File: config.mk
export PLATFORM = sky130hd
export DESIGN_NAME = fetch_sequencer
export DESIGN_NICKNAME = d
export VERILOG_FILES = /design/src/rtl/cpu_pkg.sv /design/src/rtl/sat_counter.sv /design/src/rtl/fetch_sequencer.sv
export SDC_FILE = /design/constraint.sdc
export NUM_CORES = 1
export LEC_CHECK = 0
export CORE_MARGIN = 3
export CORE_UTILIZATION = 43
export DETAILED_ROUTE_END_ITERATION = 16
export PLACE_DENSITY = 0.85
export REMOVE_ABC_BUFFERS = 1
export SETUP_SLACK_MARGIN = 0.15
export SLEW_MARGIN = 0
export SYNTH_ARGS = -nofsm -noshare
export SYNTH_HDL_FRONTEND = slang
export SYNTH_SLANG_ARGS = --single-unit
File: constraint.sdc
create_clock -name clk -period 3.1 [get_ports clk]
set_input_delay 0.31 -clock clk [delete_from_list [all_inputs] [get_ports clk]]
set_output_delay 0.31 -clock clk [all_outputs]
set_load 0.02 [all_outputs]
File: src/rtl/cpu_pkg.sv
`default_nettype none
// +----------------------------------------------------------------------+
// | cpu_pkg : shared widths, reset PC and sequencer state encoding        |
// | Revision: 1.0                                                         |
// +----------------------------------------------------------------------+
package cpu_pkg;

  localparam int unsigned DEFAULT_WORD_W   = 16;
  localparam int unsigned DEFAULT_ADDR_W   = 16;
  localparam int unsigned DEFAULT_CNT_W    = 16;
  localparam logic [15:0] DEFAULT_RESET_PC = 16'h0000;

  typedef enum logic [1:0] {
    ST_FETCH = 2'd0,
    ST_EXEC  = 2'd1,
    ST_HALT  = 2'd2
  } seq_state_e;

endpackage
`default_nettype wire

File: src/rtl/sat_counter.sv
`default_nettype none
// +----------------------------------------------------------------------+
// | sat_counter : enable-gated up counter that sticks at all-ones         |
// | Revision: 1.0                                                         |
// +----------------------------------------------------------------------+
module sat_counter #(
  parameter int unsigned WIDTH = 16
) (
  input  logic             clk,
  input  logic             reset,
  input  logic             en,
  output logic [WIDTH-1:0] count
);

  logic [WIDTH-1:0] count_q;
  logic [WIDTH-1:0] count_d;

  always_comb begin
    count_d = count_q;
    if (en && (count_q != {WIDTH{1'b1}})) begin
      count_d = count_q + 1'b1;
    end
  end

  always_ff @(posedge clk) begin
    if (reset) begin
      count_q <= '0;
    end else begin
      count_q <= count_d;
    end
  end

  assign count = count_q;

endmodule
`default_nettype wire

File: src/rtl/fetch_sequencer.sv
`default_nettype none
// +----------------------------------------------------------------------+
// | fetch_sequencer : FETCH/EXEC/HALT sequencer owning PC, IR and retire  |
// | Revision: 1.0                                                         |
// +----------------------------------------------------------------------+
module fetch_sequencer
  import cpu_pkg::*;
#(
  parameter int unsigned       WORD_W   = DEFAULT_WORD_W,
  parameter int unsigned       ADDR_W   = DEFAULT_ADDR_W,
  parameter int unsigned       CNT_W    = DEFAULT_CNT_W,
  parameter logic [ADDR_W-1:0] RESET_PC = ADDR_W'(DEFAULT_RESET_PC)
) (
  input  logic              clk,
  input  logic              reset,
  output logic              imem_req,
  output logic [ADDR_W-1:0] imem_addr,
  input  logic [WORD_W-1:0] imem_rdata,
  input  logic              imem_ack,
  output logic [WORD_W-1:0] inst,
  output logic              inst_valid,
  output logic [ADDR_W-1:0] pc,
  input  logic              exec_done,
  input  logic [WORD_W-1:0] next_pc,
  input  logic              wwd,
  input  logic [WORD_W-1:0] wwd_data,
  input  logic              hlt,
  output logic [WORD_W-1:0] output_port,
  output logic [CNT_W-1:0]  num_inst,
  output logic              is_halted
);

  seq_state_e        state_q, state_d;
  logic [ADDR_W-1:0] pc_q, pc_d;
  logic [WORD_W-1:0] inst_q, inst_d;
  logic [WORD_W-1:0] out_q, out_d;
  logic              retire;

  // Datapath inputs only matter in the single cycle an EXEC instruction retires.
  assign retire = (state_q == ST_EXEC) && exec_done;

  always_comb begin
    state_d = state_q;
    pc_d    = pc_q;
    inst_d  = inst_q;
    out_d   = out_q;
    unique case (state_q)
      ST_FETCH: begin
        if (imem_ack) begin
          inst_d  = imem_rdata;
          state_d = ST_EXEC;
        end
      end
      ST_EXEC: begin
        if (exec_done) begin
          if (wwd) begin
            out_d = wwd_data;
          end
          if (hlt) begin
            state_d = ST_HALT;
          end else begin
            pc_d    = next_pc[ADDR_W-1:0];
            state_d = ST_FETCH;
          end
        end
      end
      ST_HALT: begin
        state_d = ST_HALT;
      end
      default: begin
        state_d = ST_FETCH;
      end
    endcase
  end

  always_ff @(posedge clk) begin
    if (reset) begin
      state_q <= ST_FETCH;
      pc_q    <= RESET_PC;
      inst_q  <= '0;
      out_q   <= '0;
    end else begin
      state_q <= state_d;
      pc_q    <= pc_d;
      inst_q  <= inst_d;
      out_q   <= out_d;
    end
  end

  sat_counter #(
    .WIDTH (CNT_W)
  ) u_retire_cnt (
    .clk   (clk),
    .reset (reset),
    .en    (retire),
    .count (num_inst)
  );

  assign imem_req    = (state_q == ST_FETCH);
  assign inst_valid  = (state_q == ST_EXEC);
  assign is_halted   = (state_q == ST_HALT);
  assign imem_addr   = pc_q;
  assign pc          = pc_q;
  assign inst        = inst_q;
  assign output_port = out_q;

endmodule
`default_nettype wire
==> impl_metrics.json <==
{
  "grt_use_total_pct": 19.51,
  "die_h_microns": 85.94,
  "p_leak_nw": 1.462,
  "num_vias": 2704,
  "synthCells": 337,
  "cp.arrival_ps": 2250,
  "cts_tree": "built",
  "ant_nets": 0,
  "core_area_sq_mm": 0.006061,
  "root_buffer": "clkbuf_8",
  "nFillCells": 500,
  "grt_first_pass_wirelength_microns": 11520,
  "crit_chain": "nand4_1 -> nor4_4 -> nor4_1 -> mux2_2",
  "cts_setup_buffers": 0,
  "overflow": 0,
  "syn_area_per_cell_sq_um": 8.153,
  "place_area_sq_mm": 0.003986,
  "synth.area.top_cells": "dfxtp_1 (48%), nand2_1 (14%), a21oi_1 (12%), buf_4 (4.4%), o31ai_1 (2.5%)",
  "drive_gt1_share_pct": 6.140,
  "io_pins": 137,
  "fin_setup_tns_ps": 0,
  "max_freq_ghz": 0.4945,
  "slew_viol_final": 0,
  "synthFlopType": "dfxtp_1",
  "gp_congestion": 0.7861,
  "cap_violations": 0,
  "fp-row-count": 28,
  "drt_drc_violations_left": 0,
  "cp-end-kind": "register",
  "hold_buffers": 0,
  "finish.utilization_pct": 69.14,
  "wl_per_cell_microns": 13.80,
  "post_cts_resized": 0,
  "drt_first_pass_iters": 6,
  "drt-initial-drc-count": 116,
  "die_area_sq_mm": 0.007385,
  "status": "complete, no violations",
  "netlist_area_sq_mm": 0.002748,
  "first_global_vias": 2520,
  "nets": 506,
  "regArea_sq_mm": 0.001321,
  "relSlewSlack_pct": 39.99,
  "synthArstFlopShare_pct": 0,
  "antennaDiodeCount": 0,
  "critPathMaxFanout": 19,
  "port-buffer-count": 136,
  "yosys.area.top_type": "dfxtp_1",
  "drt_wl_total_microns": 7328,
  "synth-edff-count": 0,
  "die_w_microns": 85.94,
  "yosysWarningCount": 0,
  "clock_sinks": 66,
  "final-setup-viol-count": 0,
  "cts_buffers": 9,
  "grt_max_degree": 47,
  "hp-class": "reg -> reg",
  "cp.buffers_inverters": 0,
  "clk_latency_ps": 340,
  "ys_ff_latch": 66,
  "cp.required_ps": 3330,
  "vias_per_cell": 5.092,
  "rsz0062_at_grt": "no",
  "skew_ps": 6.111,
  "ir_drop_v": 0.0003226,
  "initial_core_util_pct": 45.33,
  "holdWs_ps": 456.2,
  "ys_seq_area_share_pct": 48.09,
  "yosys.area.top_type_share_pct": 48.09,
  "netlist-cell-type-count": 33,
  "stdcell_area_sq_mm": 0.004190,
  "crit_family": "simple AND/OR/NAND/NOR gates",
  "synthTopCellsByCount": "nand2_1 (101), dfxtp_1 (66), a21oi_1 (64)",
  "fin_crit_ps": 2022,
  "hpwl_microns": 5309,
  "worst-setup-path-type": "reg -> reg",
  "cts.clk_slew.worst_paths_ps": 70,
  "slowest_stage": "nor4_4",
  "antenna_found_initial": 0,
  "areaGrowthSynthToFinish_pct": 52.50,
  "start_kind": "register",
  "hold_violations": 0,
  "multi_input_area_sq_mm": 0.001181,
  "power_density_mw_per_mm2": 444.9,
  "fin_crit_sh_pct": 65.23,
  "worst_slew_pin_slew_ps": 891.9,
  "critPathMaxStageDelay_ps": 750,
  "synth_most_common_cell": "nand2_1",
  "h-tree-depth": 3,
  "clk_path_buf_depth": 2,
  "p_total_w": 0.001864
}
-- per-stage QoR --
stage          setup slack [ps]  instances
6_report                   1078        531
5_1_grt                   874.1        531
4_1_cts                    1067        531
3_5_place_dp              739.1        515
3_3_place_gp              787.5        515
2_1_floorplan              1166        302
-- registers in the layout, indices dropped and copies added, names as in the netlist --
| register | cells |
|---|---|
| u_retire_cnt.count | 16 |
| imem_addr | 16 |
| output_port | 16 |
| inst | 16 |
| state_q | 2 |
-- tightest hold or removal path, stage by stage, from the launching register on --
cell and delay [ps]:
dfxtp_1 310, nand2_1 50, a21oi_1 50
-- layer usage --
| layer | vias up | global-route usage (%) | routed length, microns |
|---|---|---|---|
| met5 | - | 0 | 0 |
| met4 | 0 | 7.482 | 94 |
| met3 | 10 | 8.069 | 618 |
| met2 | 92 | 32.45 | 3612 |
| met1 | 1238 | 22.24 | 3002 |
| li1 | 1364 | - | - |
-- cell families (layout without fill, tap and decap cells) --
kind of cell	count (synthesis)	count (layout)	synth area share, %
DFF	66	66	48.09
muxes	1	1	0.4098
adders and majority gates	1	1	0.4553
AOI/OAI and AO/OA	80	80	15.80
buffers and inverters	40	159	8.925
and+or+nand+nor	149	149	26.32
-- layout by cell type (no fill, tap or decap), types with 2 or more instances in the layout --
master	Yosys	layout
a21oi_1	64	64
and2_1	2	2
and3_1	2	2
buf_4	16	2
clkbuf_8	2	11
clkdlybuf4s50_1	0	135
clkinv_2	0	3
dfxtp_1	66	66
inv_1	5	5
nand2_1	101	101
nand2b_1	2	2
nand3_1	5	5
nand3b_1	2	2
nand4_1	4	4
nand4_2	3	3
nor2_1	4	4
nor2b_1	3	3
nor4_1	2	2
o21ai_0	5	5
o31ai_1	9	9
or3_1	4	4
or4_1	8	8
-- layout make-up --
class | count | share of cell area [%]
clock inverter | 5 | 1.254
tap | 75 | 2.239
sequential | 66 | 31.53
timing repair buffer | 138 | 32.73
clock buffer | 11 | 3.613
inverter | 5 | 0.4479
multi-input combinational | 231 | 28.19
-- final timing paths --
check	from	endpoint	slack, ps	cells after the start
hold reg to reg	inst[11]	inst[11]	460	2
hold / removal	inst[11]	inst[11]	460	2
setup / recovery	u_retire_cnt.count[6]	u_retire_cnt.count[13]	1080	4
setup reg to reg	u_retire_cnt.count[6]	u_retire_cnt.count[13]	1080	4
-- power by group --
group	switching (W)	internal (W)
logic	0.000115	0.000128
registers	0.0000145	0.000873
clock network	0.000323	0.000411
total	0.000452	0.00141
Power figures use the tool's default switching activity.
